===== src/rtl/alu_seq_pkg.sv =====
// rtl/alu_seq_pkg.sv - shared opcodes, FSM states and flag indices for the ALU command sequencer
// Purpose: single source for the ALU opcode map, sequencer state encoding and
//          response flag bit positions used by the sequencer and its register file.
// Ports:   none (package).
package alu_seq_pkg;

  localparam logic [3:0] OP_ADD        = 4'b0000;
  localparam logic [3:0] OP_SUB        = 4'b0001;
  localparam logic [3:0] OP_INC        = 4'b0010;
  localparam logic [3:0] OP_DEC        = 4'b0011;
  localparam logic [3:0] OP_AND        = 4'b0100;
  localparam logic [3:0] OP_OR         = 4'b0101;
  localparam logic [3:0] OP_XOR        = 4'b0110;
  localparam logic [3:0] OP_SHL        = 4'b0111;
  localparam logic [3:0] OP_SHR        = 4'b1000;
  localparam logic [3:0] OP_NOT        = 4'b1001;
  localparam logic [3:0] OP_LAST_LEGAL = OP_NOT;

  localparam int FLAGS_W    = 4;
  localparam int FLG_CARRY  = 3;
  localparam int FLG_ZERO   = 2;
  localparam int FLG_SIGN   = 1;
  localparam int FLG_PARITY = 0;

  typedef enum logic [2:0] {
    ST_IDLE,
    ST_ISSUE,
    ST_WAIT_RES,
    ST_WAIT_FLAG,
    ST_RESP
  } state_t;

  function automatic logic op_is_legal(input logic [3:0] op);
    return op <= OP_LAST_LEGAL;
  endfunction

  // Only the arithmetic group produces a meaningful carry/borrow; the
  // logic and shift group reports carry as 0 regardless of the ALU pin.
  function automatic logic op_has_carry(input logic [3:0] op);
    return op < OP_AND;
  endfunction

endpackage


===== src/rtl/alu_seq_rf.sv =====
// rtl/alu_seq_rf.sv - register file with two async read ports and a prioritised write port
// Purpose: DEPTH x DATA_W operand store. Writeback from the sequencer and the
//          external preload port share one synchronous write; writeback wins
//          when both target the same entry in the same cycle.
// Ports:   clk, reset (async, active-high clear of all entries)
//          ra_addr/ra_data, rb_addr/rb_data : asynchronous read ports
//          wb_en/wb_addr/wb_data            : sequencer writeback (high priority)
//          ext_en/ext_addr/ext_data         : external preload (low priority)
module alu_seq_rf #(
  parameter int DATA_W = 16,
  parameter int DEPTH  = 8,
  localparam int AW    = $clog2(DEPTH)
) (
  input  logic              clk,
  input  logic              reset,
  input  logic [AW-1:0]     ra_addr,
  output logic [DATA_W-1:0] ra_data,
  input  logic [AW-1:0]     rb_addr,
  output logic [DATA_W-1:0] rb_data,
  input  logic              wb_en,
  input  logic [AW-1:0]     wb_addr,
  input  logic [DATA_W-1:0] wb_data,
  input  logic              ext_en,
  input  logic [AW-1:0]     ext_addr,
  input  logic [DATA_W-1:0] ext_data
);

  logic [DATA_W-1:0] mem [DEPTH];

  assign ra_data = mem[ra_addr];
  assign rb_data = mem[rb_addr];

  always_ff @(posedge clk or posedge reset) begin
    if (reset) begin
      for (int i = 0; i < DEPTH; i++) begin
        mem[i] <= '0;
      end
    end else begin
      for (int i = 0; i < DEPTH; i++) begin
        if (wb_en && (wb_addr == AW'(i))) begin
          mem[i] <= wb_data;
        end else if (ext_en && (ext_addr == AW'(i))) begin
          mem[i] <= ext_data;
        end
      end
    end
  end

endmodule


===== src/rtl/alu_cmd_sequencer.sv =====
// rtl/alu_cmd_sequencer.sv - command-driven initiator for an external registered ALU
// Purpose: accepts one ALU command at a time, fetches operands from the local
//          register file, holds the ALU inputs across the ALU's result and flag
//          latency, captures result and flags, writes the result back and
//          returns a response.
// Ports:   clk, reset (async, active-high)
//          cmd_valid/cmd_ready/cmd_op/cmd_rd/cmd_ra/cmd_rb : command handshake
//          wr_en/wr_addr/wr_data                           : external RF preload
//          alu_op_code/alu_a/alu_b                         : to ALU inputs
//          alu_q/alu_carry/alu_zero/alu_parity             : from ALU outputs
//          rsp_valid/rsp_ready/rsp_data/rsp_flags/rsp_err  : response handshake
module alu_cmd_sequencer
  import alu_seq_pkg::*;
#(
  parameter int DATA_W   = 16,
  parameter int RF_DEPTH = 8,
  localparam int AW      = $clog2(RF_DEPTH)
) (
  input  logic               clk,
  input  logic               reset,
  input  logic               cmd_valid,
  output logic               cmd_ready,
  input  logic [3:0]         cmd_op,
  input  logic [AW-1:0]      cmd_rd,
  input  logic [AW-1:0]      cmd_ra,
  input  logic [AW-1:0]      cmd_rb,
  input  logic               wr_en,
  input  logic [AW-1:0]      wr_addr,
  input  logic [DATA_W-1:0]  wr_data,
  output logic [3:0]         alu_op_code,
  output logic [DATA_W-1:0]  alu_a,
  output logic [DATA_W-1:0]  alu_b,
  input  logic [DATA_W-1:0]  alu_q,
  input  logic               alu_carry,
  input  logic               alu_zero,
  input  logic               alu_parity,
  output logic               rsp_valid,
  input  logic               rsp_ready,
  output logic [DATA_W-1:0]  rsp_data,
  output logic [FLAGS_W-1:0] rsp_flags,
  output logic               rsp_err
);

  state_t               state;
  state_t               state_next;
  logic [AW-1:0]        rd_q;
  logic                 carry_q;
  logic [DATA_W-1:0]    rf_a;
  logic [DATA_W-1:0]    rf_b;
  logic                 wb_en;
  logic [FLAGS_W-1:0]   flags_next;

  // Operands are read with the command's own addresses while in IDLE and
  // registered onto alu_a/alu_b at the accept edge, so later external writes
  // to ra/rb cannot disturb an operation already in flight.
  alu_seq_rf #(
    .DATA_W (DATA_W),
    .DEPTH  (RF_DEPTH)
  ) u_rf (
    .clk      (clk),
    .reset    (reset),
    .ra_addr  (cmd_ra),
    .ra_data  (rf_a),
    .rb_addr  (cmd_rb),
    .rb_data  (rf_b),
    .wb_en    (wb_en),
    .wb_addr  (rd_q),
    .wb_data  (alu_q),
    .ext_en   (wr_en),
    .ext_addr (wr_addr),
    .ext_data (wr_data)
  );

  always_ff @(posedge clk or posedge reset) begin
    if (reset) begin
      state <= ST_IDLE;
    end else begin
      state <= state_next;
    end
  end

  always_comb begin
    state_next = state;
    cmd_ready  = 1'b0;
    rsp_valid  = 1'b0;
    wb_en      = 1'b0;
    case (state)
      ST_IDLE: begin
        // Held low while reset is asserted even though the state already reads IDLE.
        cmd_ready = !reset;
        if (cmd_valid) begin
          state_next = op_is_legal(cmd_op) ? ST_ISSUE : ST_RESP;
        end
      end
      ST_ISSUE:     state_next = ST_WAIT_RES;
      ST_WAIT_RES:  state_next = ST_WAIT_FLAG;
      ST_WAIT_FLAG: begin
        wb_en      = 1'b1;
        state_next = ST_RESP;
      end
      ST_RESP: begin
        rsp_valid = 1'b1;
        if (rsp_ready) begin
          state_next = ST_IDLE;
        end
      end
      default: state_next = ST_IDLE;
    endcase
  end

  // Carry was captured one cycle earlier; zero/parity come straight from the
  // ALU and sign is taken from the result MSB here.
  always_comb begin
    flags_next             = '0;
    flags_next[FLG_CARRY]  = op_has_carry(alu_op_code) ? carry_q : 1'b0;
    flags_next[FLG_ZERO]   = alu_zero;
    flags_next[FLG_SIGN]   = alu_q[DATA_W-1];
    flags_next[FLG_PARITY] = alu_parity;
  end

  always_ff @(posedge clk or posedge reset) begin
    if (reset) begin
      rd_q        <= '0;
      carry_q     <= 1'b0;
      alu_op_code <= '0;
      alu_a       <= '0;
      alu_b       <= '0;
      rsp_data    <= '0;
      rsp_flags   <= '0;
      rsp_err     <= 1'b0;
    end else begin
      case (state)
        ST_IDLE: begin
          if (cmd_valid) begin
            rd_q <= cmd_rd;
            if (op_is_legal(cmd_op)) begin
              alu_op_code <= cmd_op;
              alu_a       <= rf_a;
              alu_b       <= rf_b;
            end else begin
              // rsp_data/rsp_flags are already zero whenever the FSM is idle.
              rsp_err <= 1'b1;
            end
          end
        end
        ST_WAIT_RES: begin
          carry_q <= alu_carry;
        end
        ST_WAIT_FLAG: begin
          rsp_data    <= alu_q;
          rsp_flags   <= flags_next;
          alu_op_code <= '0;
          alu_a       <= '0;
          alu_b       <= '0;
        end
        ST_RESP: begin
          if (rsp_ready) begin
            rsp_data  <= '0;
            rsp_flags <= '0;
            rsp_err   <= 1'b0;
          end
        end
        default: ;
      endcase
    end
  end

endmodule

===== config.mk =====
export PLATFORM = sky130hd
export DESIGN_NAME = alu_cmd_sequencer
export DESIGN_NICKNAME = d
export VERILOG_FILES = /design/src/rtl/alu_seq_pkg.sv /design/src/rtl/alu_seq_rf.sv /design/src/rtl/alu_cmd_sequencer.sv
export SDC_FILE = /design/constraint.sdc
export NUM_CORES = 1
export LEC_CHECK = 0
export ABC_CLOCK_PERIOD_IN_PS = 6060
export CAP_MARGIN = 20
export CORE_ASPECT_RATIO = 1.5
export CORE_MARGIN = 2
export CORE_UTILIZATION = 31
export CTS_BUF_LIST = sky130_fd_sc_hd__clkbuf_4 sky130_fd_sc_hd__clkbuf_8
export DETAILED_ROUTE_END_ITERATION = 7
export GPL_TIMING_DRIVEN = 0
export PLACE_DENSITY = 0.49
export SLEW_MARGIN = 5
export SYNTH_ARGS = -nofsm -noshare
export SYNTH_HDL_FRONTEND = slang
export SYNTH_HIERARCHICAL = 1
export SYNTH_SLANG_ARGS = --single-unit
export TNS_END_PERCENT = 10

===== constraint.sdc =====
create_clock -name clk -period 6.06 [get_ports clk]
set_clock_uncertainty 0.05 [all_clocks]
set_input_delay 0.909 -clock clk [delete_from_list [all_inputs] [get_ports clk]]
set_output_delay 0.909 -clock clk [all_outputs]
set_load 0.02 [all_outputs]

Yosys cells after proc, flatten, opt, wreduce, memory -nomap -nowiden
Cells that the tools add are included.
- bits in registers: 192
- bits in latches: 0
- RAM bits: 0
- bits in read-only memories: 0
- input bits: 56
- output and inout bits: 59
- memories kept: 0
- add/sub/neg operators: 0
- multiply operators: 0
- div/mod/pow operators: 0
- magnitude comparators: 4
- eq/ne operators: 22
- shift operators: 0
- mux-type cells: 47
- bitwise gates (word level): 2
- reduce and logical (&&, ||, !) cells: 36
- operators with widths (kind ; number):
    $mux 16 ; 25
    $bmux 16 s3 ; 2
    $pmux 16 s2 ; 3
    $eq 3x3->1 const B ; 9
    $reduce_bool 2->1 ; 11
    $eq 3x2->1 const B ; 6
    $logic_and 1x1->1 ; 16
    $pmux 4 s2 ; 2
    $pmux 3 s5 ; 1
    $mux 4 ; 3
    $eq 3x1->1 const B ; 3
    $logic_not 3->1 ; 3
    $mux 3 ; 3
    $ge 4x4->1 const B ; 2
    $ne 2x2->1 const B ; 4
    $not 3->4 ; 2
    $mux 1 ; 7
    $reduce_and 2->1 ; 3
    $le 4x4->1 const B ; 1
    $lt 4x3->1 const B ; 1
    $reduce_and 4->1 ; 1
    $reduce_and 3->1 ; 1
    $pmux 1 s2 ; 1
    $logic_not 1->1 ; 1

Depth between registers and ports, before layout
- depth in word-level cells: 7
- depth in mapped cells: 8

Hierarchy
Netlist, hierarchy kept.
- by module, submodules not included (module ; instances ; cells each ; area each (µm²) ; seq. area each (µm²)):
    alu_seq_rf ; 1 ; 714 ; 8282.9 ; 3203.1
    alu_cmd_sequencer ; 1 ; 238 ; 2587.5 ; 1576.5

Least setup slack after synthesis
Ideal clock, no wire load.
- path kind: in2out
- start: input reset
- end: output cmd_ready
- arrival: 1.536 ns
- path slack: 3.565 ns
- stages: 1
- cells stage by stage: nor4_1
- word-level cells in the longest chain between the ends: 2
- RTL lines (item ; RTL line ; RTL):
    start, declared ; alu_cmd_sequencer.sv:20 ; input logic reset,
    $logic_not 1->1 (no source line) ; - ;
    $mux 1 ; alu_cmd_sequencer.sv:87 ; case (state)
    end, declared ; alu_cmd_sequencer.sv:22 ; output logic cmd_ready,
Every way passes these cells.

Worst setup path after layout
Same ends and word-level chain as after synthesis.

==> results.py <==
metrics = {
    "clock_network": {
        "cts_num_sinks": 191,
        "tritoncts_clock_tree": "built",
        "ctsResizeCount": 0,
        "post-cts-setup-buffer-count": 0,
        "numCtsBuffers": 17,
        "clock_h_tree_levels": 4,
        "clock_insertion_delay_worst_skew_ps": 510,
        "postCtsHoldBufs": 0,
        "clock-root-buffer": "clkbuf_8",
        "clk_pin_slew_worst_paths_ps": 100,
        "ctsLongestPathBuffers": 2,
    },
    "sta": {
        "final_min_period_over_clock_period": 0.547,
        "final-setup-viol-count": 0,
        "holdWs_ps": 449,
        "worst_slew_pin_slew_ps": 1030,
        "slew-limit-headroom": 0.311,
        "max_freq_ghz": 0.302,
        "hold_viol": 0,
        "rsz0062_at_grt": "false",
        "drv_slew": 0,
        "timing.final.crit_period_ps": 3310,
        "setup-tns-final_ps": 0,
    },
    "setup_path": {
        "critical_path_arrival_ps": 2350,
        "crit_path_launch_type": "input port",
        "critical_path.max_fanout": 3,
        "end_kind": "primary output",
        "classification_of_the_worst_setup_path": "input port to primary output",
        "critPathRequiredTime_ps": 5100,
    },
    "layout": {
        "layout_common_cells": "191 x dfrtp_1, 128 x mux2i_1, 100 x nand2_1, 94 x clkdlybuf4s50_1, 67 x nor2_1",
        "layout-area-overhead-vs-synth_pct": 18.7,
        "drive_gt1_frac": 0.124,
        "num-fill-cells": 3459,
        "final_core_util": 0.371,
        "final_standard_cell_count_with_taps_included_and_fillers_excluded": 1553,
        "most_common_library_cell_in_the_layout_ignoring_fill_and_taps": "dfrtp_1",
        "layout.nets": 1122,
    },
    "die": {
        "initial_utilization": 0.312,
        "floorplan.die.height_um": 233,
        "design.portCount": 115,
        "design.core.area_mm2": 0.0348,
        "num_rows": 84,
        "die_w_um": 157,
        "area_enclosed_by_the_die_boundary_mm2": 0.0366,
    },
    "logic_synthesis": {
        "ys_ff_latch": 191,
        "syn_avg_cell_area_um2": 11.4,
        "ys_async_sr_fraction": 1.00,
        "number_of_enable_flip_flop_cells_after_synthesis": 0,
        "ys_types": 40,
        "yosys_warnings": 6,
        "postSynthCellCount": 952,
        "ys_seq_area_frac": 0.440,
        "post_synth_instance_area_mm2": 0.0109,
        "synth-main-ff-cell": "dfrtp_1",
        "synthesis.nets": 1008,
    },
    "place": {
        "rd_place_congestion": 0.867,
        "portBuffers": 94,
        "placed_cells_incl_taps": 1520,
        "dp_hpwl_um": 26800,
    },
    "power": {
        "switching_share": 0.358,
        "combPwrFrac": 0.403,
        "cellLeakagePower_nw": 5.52,
        "part_of_the_total_power_dissipated_in_sequential_elements": 0.414,
        "net_switching_power_figure_w": 0.00198,
        "power.clock.fraction": 0.183,
        "irDropWorstVdd_uv": 180,
        "power_density_mw_per_mm2": 428,
        "cell_internal_pwr_w": 0.00355,
        "total_power_w": 0.00552,
    },
    "status": {
        "outcome": "completed",
    },
    "min_path": {
        "hold_path_class": "register to register",
    },
    "drt": {
        "first_pass_iters": 5,
        "avgRoutedWirePerCell_um": 24.0,
        "drcViolationCount": 0,
        "post_drt_via_cell_ratio": 5.20,
        "ant_nets": 0,
        "finalWirelength_um": 37200,
        "vias": 8075,
        "detailedRoute.firstIterationViolations": 505,
    },
    "global_route": {
        "grt_first_pass_wirelength_um": 54600,
        "grtUsageTotal": 0.208,
        "first_global_vias": 8357,
        "number_of_antenna_violations_at_the_first_check_in_global_routing": 0,
        "grt_remaining_overflow": 0,
        "grt_max_degree": 80,
    },
    "job": {
        "drv.max_cap_violation_count": 0,
    },
}
## per-stage QoR
stage | area, um^2 | setup slack, ps
final | 12900 | 2750
after global routing | 12900 | 2670
after CTS | 12900 | 2730
after detailed placement | 12400 | 2680
after global placement | 12400 | -818
after floorplan | 10900 | 1690
## area by class of cell
class                      instances  area [um^2]  area share
antenna                            1         2.50    0.000194
buffer                           111          614      0.0476
clock buffer                      21          277      0.0214
clock inverter                    11          186      0.0144
inverter                           5         26.3     0.00204
multi-input combinational        645         5460       0.423
sequential                       191         4780       0.370
tap                              473          592      0.0459
timing repair buffer              95          968      0.0751
## synth_stat cells (all sizes together) (18+ instances only)
cell type / instances / share of area
dfrtp: 191 / 0.44
mux2i: 128 / 0.12
o21ai: 101 / 0.047
nand2: 100 / 0.035
nor2: 67 / 0.023
a21oi: 65 / 0.030
mux4: 64 / 0.15
clkbuf: 58 / 0.021
buf: 53 / 0.036
mux2: 36 / 0.037
nand3: 36 / 0.017
a22o: 18 / 0.015
## routing by layer
| layer | GRT usage | wire, um | part of all wire |
|---|---|---|---|
| met5 | 0 | 0 | 0 |
| met4 | 0.0851 | 1340 | 0.036 |
| met3 | 0.0336 | 1490 | 0.040 |
| met2 | 0.388 | 20300 | 0.54 |
| met1 | 0.232 | 14100 | 0.38 |
## sequential cells by signal, summed over array words and instances (netlist names), 3 cells and up
register,count
u_rf/mem,128
state,3
rsp_data,15
alu_b,16
rsp_flags,4
alu_a,16
alu_op_code,4
rd_q,3
## power groups by stage
stage / combinational [W] / sequential, W / clock, W
floorplan: 0.00135 / 0.00233 / 0
global placement: 0.00220 / 0.00228 / 0
detailed placement: 0.00223 / 0.00231 / 0
CTS: 0.00224 / 0.00228 / 0.00103
global route: 0.00242 / 0.00236 / 0.00108
finish: 0.00223 / 0.00229 / 0.00101
## path summary, 6_finish.rpt
path                                          startpoint                   endpoint  slack, ps  depth (start not counted)
worst min register to register  rsp_flags[3]$_DFFE_PP0P_   rsp_flags[3]$_DFFE_PP0P_        450                          1
min in group asynchronous                          reset   u_rf/mem[13]$_DFFE_PP0P_        990                          2
max in group asynchronous                          reset   u_rf/mem[39]$_DFFE_PP0P_       4230                          3
worst max register to register      state[2]$_DFFE_PP0P_  u_rf/mem[122]$_DFFE_PP0P_       3080                          7
worst min-delay path            rsp_flags[3]$_DFFE_PP0P_   rsp_flags[3]$_DFFE_PP0P_        450                          1
worst max-delay path                               reset                  cmd_ready       2750                          3
## logic make-up after synthesis
family	share of synthesized area
AOI/OAI and AO/OA	0.0953
xor gates and xnor gates	0.000806
buffers and inverters	0.0582
DFF	0.440
muxes	0.307
and+or+nand+nor	0.0989
## worst max-delay path, cell delays in order
cell and delay, ps:
clkdlybuf4s50_1 540, nor4_1 240, clkdlybuf4s50_1 650
Power figures use the tool's default switching activity.
